===== src/rtl/alu_rr_arbiter.sv =====
// alu_rr_arbiter: round-robin sharing of one external combinational ALU between two valid/ready ports
module alu_rr_arbiter #(
    parameter int size = 32
) (
    input  logic            clk,
    input  logic            reset,
    input  logic            req0_valid,
    output logic            req0_ready,
    input  logic [size-1:0] req0_a,
    input  logic [size-1:0] req0_b,
    input  logic [2:0]      req0_func,
    input  logic            req1_valid,
    output logic            req1_ready,
    input  logic [size-1:0] req1_a,
    input  logic [size-1:0] req1_b,
    input  logic [2:0]      req1_func,
    output logic            rsp0_valid,
    input  logic            rsp0_ready,
    output logic [size-1:0] rsp0_data,
    output logic            rsp0_zero,
    output logic            rsp1_valid,
    input  logic            rsp1_ready,
    output logic [size-1:0] rsp1_data,
    output logic            rsp1_zero,
    output logic [size-1:0] alu_a,
    output logic [size-1:0] alu_b,
    output logic [2:0]      alu_func,
    input  logic [size-1:0] alu_out,
    input  logic            alu_zero
);
    logic            ptr_q, ptr_d;
    logic            v0_q, v0_d, v1_q, v1_d;
    logic [size-1:0] d0_q, d1_q;
    logic            z0_q, z1_q;
    logic            elig0, elig1, gnt0, gnt1, sel;
    always_comb begin
        elig0 = ~reset & req0_valid & (~v0_q | rsp0_ready);
        elig1 = ~reset & req1_valid & (~v1_q | rsp1_ready);
        gnt0  = elig0 & (~elig1 | ~ptr_q);
        gnt1  = elig1 & (~elig0 | ptr_q);
        // idle cycles still present the pointer port's fields so the ALU inputs never float
        sel   = gnt1 | (~gnt0 & ptr_q);
        ptr_d = (gnt0 | gnt1) ? gnt0 : ptr_q;
        v0_d  = gnt0 | (v0_q & ~rsp0_ready);
        v1_d  = gnt1 | (v1_q & ~rsp1_ready);
    end
    assign req0_ready = gnt0;
    assign req1_ready = gnt1;
    assign alu_a      = sel ? req1_a : req0_a;
    assign alu_b      = sel ? req1_b : req0_b;
    assign alu_func   = sel ? req1_func : req0_func;
    assign rsp0_valid = v0_q;
    assign rsp0_data  = d0_q;
    assign rsp0_zero  = z0_q;
    assign rsp1_valid = v1_q;
    assign rsp1_data  = d1_q;
    assign rsp1_zero  = z1_q;
    always_ff @(posedge clk) begin
        if (reset) begin
            ptr_q <= 1'b0;
            v0_q  <= 1'b0;
            v1_q  <= 1'b0;
            d0_q  <= '0;
            d1_q  <= '0;
            z0_q  <= 1'b0;
            z1_q  <= 1'b0;
        end else begin
            ptr_q <= ptr_d;
            v0_q  <= v0_d;
            v1_q  <= v1_d;
            if (gnt0) begin
                d0_q <= alu_out;
                z0_q <= alu_zero;
            end
            if (gnt1) begin
                d1_q <= alu_out;
                z1_q <= alu_zero;
            end
        end
    end
endmodule


===== config.mk =====
export PLATFORM = sky130hd
export DESIGN_NAME = alu_rr_arbiter
export DESIGN_NICKNAME = d
export VERILOG_FILES = /design/src/rtl/alu_rr_arbiter.sv
export SDC_FILE = /design/constraint.sdc
export NUM_CORES = 1
export LEC_CHECK = 0
export CAP_MARGIN = 30
export CORE_AREA = 2 2 120 122
export CTS_CLUSTER_SIZE = 12
export DETAILED_ROUTE_END_ITERATION = 8
export DIE_AREA = 0 0 122 124
export PLACE_DENSITY = 0.77
export SKIP_LAST_GASP = 1
export SYNTH_ARGS = -nofsm -noshare
export SYNTH_HDL_FRONTEND = slang
export SYNTH_SLANG_ARGS = --single-unit

===== constraint.sdc =====
create_clock -name clk -period 5.8 [get_ports clk]
set_input_delay 1.16 -clock clk [delete_from_list [all_inputs] [get_ports clk]]
set_output_delay 1.16 -clock clk [all_outputs]
set_load 0.1 [all_outputs]

==> flow_results.org <==
** Global routing
- Global routing finished with a remaining overflow of 0.
- The initial antenna violation count came to 1.
- The first global-routing pass estimated 20000 um of wire.
- Vias in the first global route :: ~3500
- Largest net degree at the start of global routing :: 70
- Gr usage total :: 0.175

** Detailed routing
- Routed len/inst :: roughly 18 um
- In this run, the number of DRC markers left after iteration 0 of detailed routing was 74.
- Detailed routing inserted a total of around 3700 vias.
- For this block, the routed nets add up to 14800 um of wire.
- Dividing the detail-routed via count by the number of cells gives 4.44.
- Post-detailed-route count of antenna-violating nets :: 0
- After detailed routing, the number of remaining DRC violations is 0.
- Pre-Repair DR Iteration Count :: 4

** STA
- At the pin with the least slew margin, the transition time is ~1 ns.
- The number of pins exceeding their max-slew limit in the final report came to 0.
- Setup repair after global routing missed its margin :: no
- For this run, the top clock speed supported by timing is 227 MHz.
- Hold timing on the final database bottoms out at a slack of between 0.4 and 0.5 ns.
- Count of endpoints failing hold in the final timing report :: 0
- Setup violations remaining at the end of the flow were counted as 0.
- Fin crit share :: 0.758
- Total negative slack :: 0 ns
- Final Critical Period :: between 4 and 5 ns
- Setup clock skew after layout :: around 0.008 ns
- The worst pin sits at a relative slew slack of 0.312.

** Placement
- After detailed placement, the total cell area comes to about 0.0065 sq mm.
- Port buffering added about 310 buffers.
- The number of placed instances, taps included, is 817.
- Placer's final routability congestion estimate :: about 0.74
- The wire-length estimate of the detail-placed layout is 11900 um.

** CTS
- Post-CTS setup-driven buffer insertion count :: 0
- Buffer levels on the longest clock path :: 2
- TritonCTS built the clock tree.
- The later pin in the worst-skew pair is clocked with a latency of about 0.32 ns.
- The clock drives 69 sinks.
- The H-tree generated during clock tree synthesis spans 3 levels.
- Clock-pin slew was measured on the worst setup and hold paths at around 0.06 ns.
- After clock tree synthesis, the flow added hold-fix buffers numbering 0.
- The tree is rooted in a sky130_fd_sc_hd__clkbuf_16.
- Number of buffers added by the clock tree synthesis step :: 9
- Post-CTS repair changed the size of 0 cells.

** Logic synthesis
- Area share of the largest cell type after synthesis :: 0.405
- Of the total synthesized cell area, the portion taken by AND, OR, NAND and NOR gates is 0.127.
- After technology mapping, the gate count stands at 348.
- Of the synthesized area, sequential elements account for 0.405.
- When the netlist entered floorplanning its net count stood at 521.
- In the post-synthesis netlist, the biggest area contributors are sky130_fd_sc_hd__dfxtp_1, sky130_fd_sc_hd__mux2_4, sky130_fd_sc_hd__mux2_2.
- The synthesized design contains 69 register bits.
- Cell area after synthesis :: approximately 0.0034 sq mm
- Dominant combinational cell family by area after synthesis :: multiplexers
- Of the total synthesized cell area, the portion taken by full adders, half adders and majority gates is 0.
- Averaged over all synthesized cells, the footprint is between 9 and 10 sq um.
- Of the total synthesized cell area, the portion taken by XOR and XNOR cells is 0.
- Share of synthesized area spent on multiplexers :: 0.351
- Cell type with the highest aggregate area in the netlist :: sky130_fd_sc_hd__dfxtp_1
- Library cells used by synthesis :: 23
- The Yosys step of the flow raised 0 warnings.
- Complex-gate fraction of the synthesized area :: 0.0708

** Floorplan
- The core region is ~0.014 sq mm.
- Area of the die :: approximately 0.015 sq mm
- Initial standard-cell utilization of the core :: 0.249
- between 300 and 400 I/O pins were placed.
- Cell row count :: 43
- In this run the vertical extent of the chip is around 120 um.
- The floorplan step set the die width to 122 um.

** Power
- VDD sags by at most around 0.22 mV.
- Power per Cell Area :: 300 mW/mm^2
- Pleak :: just under 3 nW

** Status
- Result of the run :: finished, final reports clean

** Setup path
- Worst setup SP type :: input port
- On the worst path, the slowest cell contributes a delay of approximately 0.42 ns.
- Largest fanout on the critical path :: between 60 and 70
- Kind of critical path :: in -> out
- For the worst setup path, the data arrival time is roughly 3.2 ns.
- The signal on the critical path passes through clkdlybuf4s50_1 -> nor2b_2 -> o2111ai_1 -> o21ai_4 -> buf_12 -> mux2_2 -> buf_4.
- STA classifies the critical path endpoint as a primary output.
- Data on the critical path is required at its endpoint by roughly 4.6 ns.
- For this design, the slowest cell found on the critical path is sky130_fd_sc_hd__clkdlybuf4s50_1.

** Finish
- From synthesis to final layout, the design area changed by 100%.
- Proportion of layout cells with a drive suffix above 1 :: 0.251
- Most common cell after layout, fill and taps aside :: sky130_fd_sc_hd__clkdlybuf4s50_1
- Summing all non-filler instances in the final layout gives an area of ~0.0068 sq mm.
- For this run, the post-layout net count is just over 800.
- Excluding fillers, the count of instances in the completed layout stands at 834.
- Commonest non-fill, non-tap cells in the layout :: sky130_fd_sc_hd__clkdlybuf4s50_1, sky130_fd_sc_hd__buf_4, sky130_fd_sc_hd__dfxtp_1

** Flow run
- The tool flagged a number of max-cap violations equal to 0.

** Worst hold path
- Hold Path Class :: reg -> reg
## cell type report
type	count	area, sq um
fillers	1236	6890
repair buffers	315	2990
multi-input cells	249	1880
flip-flops and latches	69	1380
clock buffers	10	239
well taps	180	225
clock inverters	6	93.8
inverters	4	15.0
diodes	1	2.50
## where the power goes
part	leakage [nW]	internal (mW)	switching, mW
sequential	0.563	0.497	0.0128
combinational	2.20	0.287	0.651
clock	0.159	0.391	0.209
## worst max-delay path, delay by kind of cell
| family | cells | cell delay [ns] |
|---|---|---|
| AOI/OAI and AO/OA | 2 | 0.31 |
| buffers and inverters | 3 | 0.99 |
| muxes | 1 | 0.39 |
| and+or+nand+nor | 1 | 0.29 |
## worst paths after layout
kind	slack, ns	endpoint	startpoint	cells after the start
worst min-delay path	0.45	rsp1_data[27]	rsp1_data[27]	2
worst max-delay path	1.40	alu_b[1]	rsp1_ready	7
worst max register to register	3.91	rsp1_data[10]	ptr_q	7
worst min register to register	0.45	rsp1_data[27]	rsp1_data[27]	2
## kinds of logic (layout without fill, tap and decap cells)
logic type             Yosys count  in the layout
other                            0              1
AOI/OAI and AO/OA               41             41
buffers and inverters           30            335
DFF                             69             69
muxes                          100            100
and+or+nand+nor                108            108
## Yosys cell counts
| library cell | count |
|---|---|
| sky130_fd_sc_hd__inv_2 | 1 |
| sky130_fd_sc_hd__buf_6 | 4 |
| sky130_fd_sc_hd__mux2_4 | 30 |
| sky130_fd_sc_hd__clkbuf_1 | 10 |
| sky130_fd_sc_hd__o21ai_2 | 1 |
| sky130_fd_sc_hd__inv_1 | 3 |
| sky130_fd_sc_hd__mux2i_1 | 33 |
| sky130_fd_sc_hd__dfxtp_1 | 69 |
| sky130_fd_sc_hd__nor2_1 | 35 |
| sky130_fd_sc_hd__nor2b_2 | 1 |
| sky130_fd_sc_hd__o2111ai_1 | 1 |
| sky130_fd_sc_hd__nor2b_1 | 2 |
| sky130_fd_sc_hd__o21ai_0 | 2 |
| sky130_fd_sc_hd__mux2_2 | 37 |
| sky130_fd_sc_hd__o211ai_1 | 1 |
| sky130_fd_sc_hd__nand2_1 | 67 |
| sky130_fd_sc_hd__nand3b_1 | 1 |
| sky130_fd_sc_hd__a21oi_1 | 34 |
| sky130_fd_sc_hd__a2111oi_4 | 1 |
| sky130_fd_sc_hd__buf_2 | 12 |
| sky130_fd_sc_hd__nand2b_4 | 1 |
| sky130_fd_sc_hd__a211o_1 | 1 |
| sky130_fd_sc_hd__nand2b_1 | 1 |
## state kept, by name (all words and copies together) (netlist names)
| register | count |
|---|---|
| rsp1_data | 32 |
| ptr_q | 1 |
| rsp0_valid | 1 |
| rsp1_zero | 1 |
| rsp1_valid | 1 |
| rsp0_data | 32 |
| rsp0_zero | 1 |
## stage by stage
step,util,setup slack (ns),power (mW)
after global routing,0.498,1.35,2.11
after global placement,0.471,1.50,1.45
after detailed placement,0.473,1.43,1.46
after floorplan,-,2.08,1.20
final,0.498,1.40,2.05
after CTS,0.497,1.42,2.07
## routing by layer
| layer | up-vias | share of wire | track usage |
|---|---|---|---|
| met5 | - | 0 | 0 |
| met4 | 0 | 0.016 | 0.0395 |
| met3 | 14 | 0.086 | 0.0572 |
| met2 | 164 | 0.53 | 0.328 |
| met1 | 1742 | 0.37 | 0.192 |
| li1 | 1779 | - | - |
Note: power is estimated with default switching activity, not from simulation.
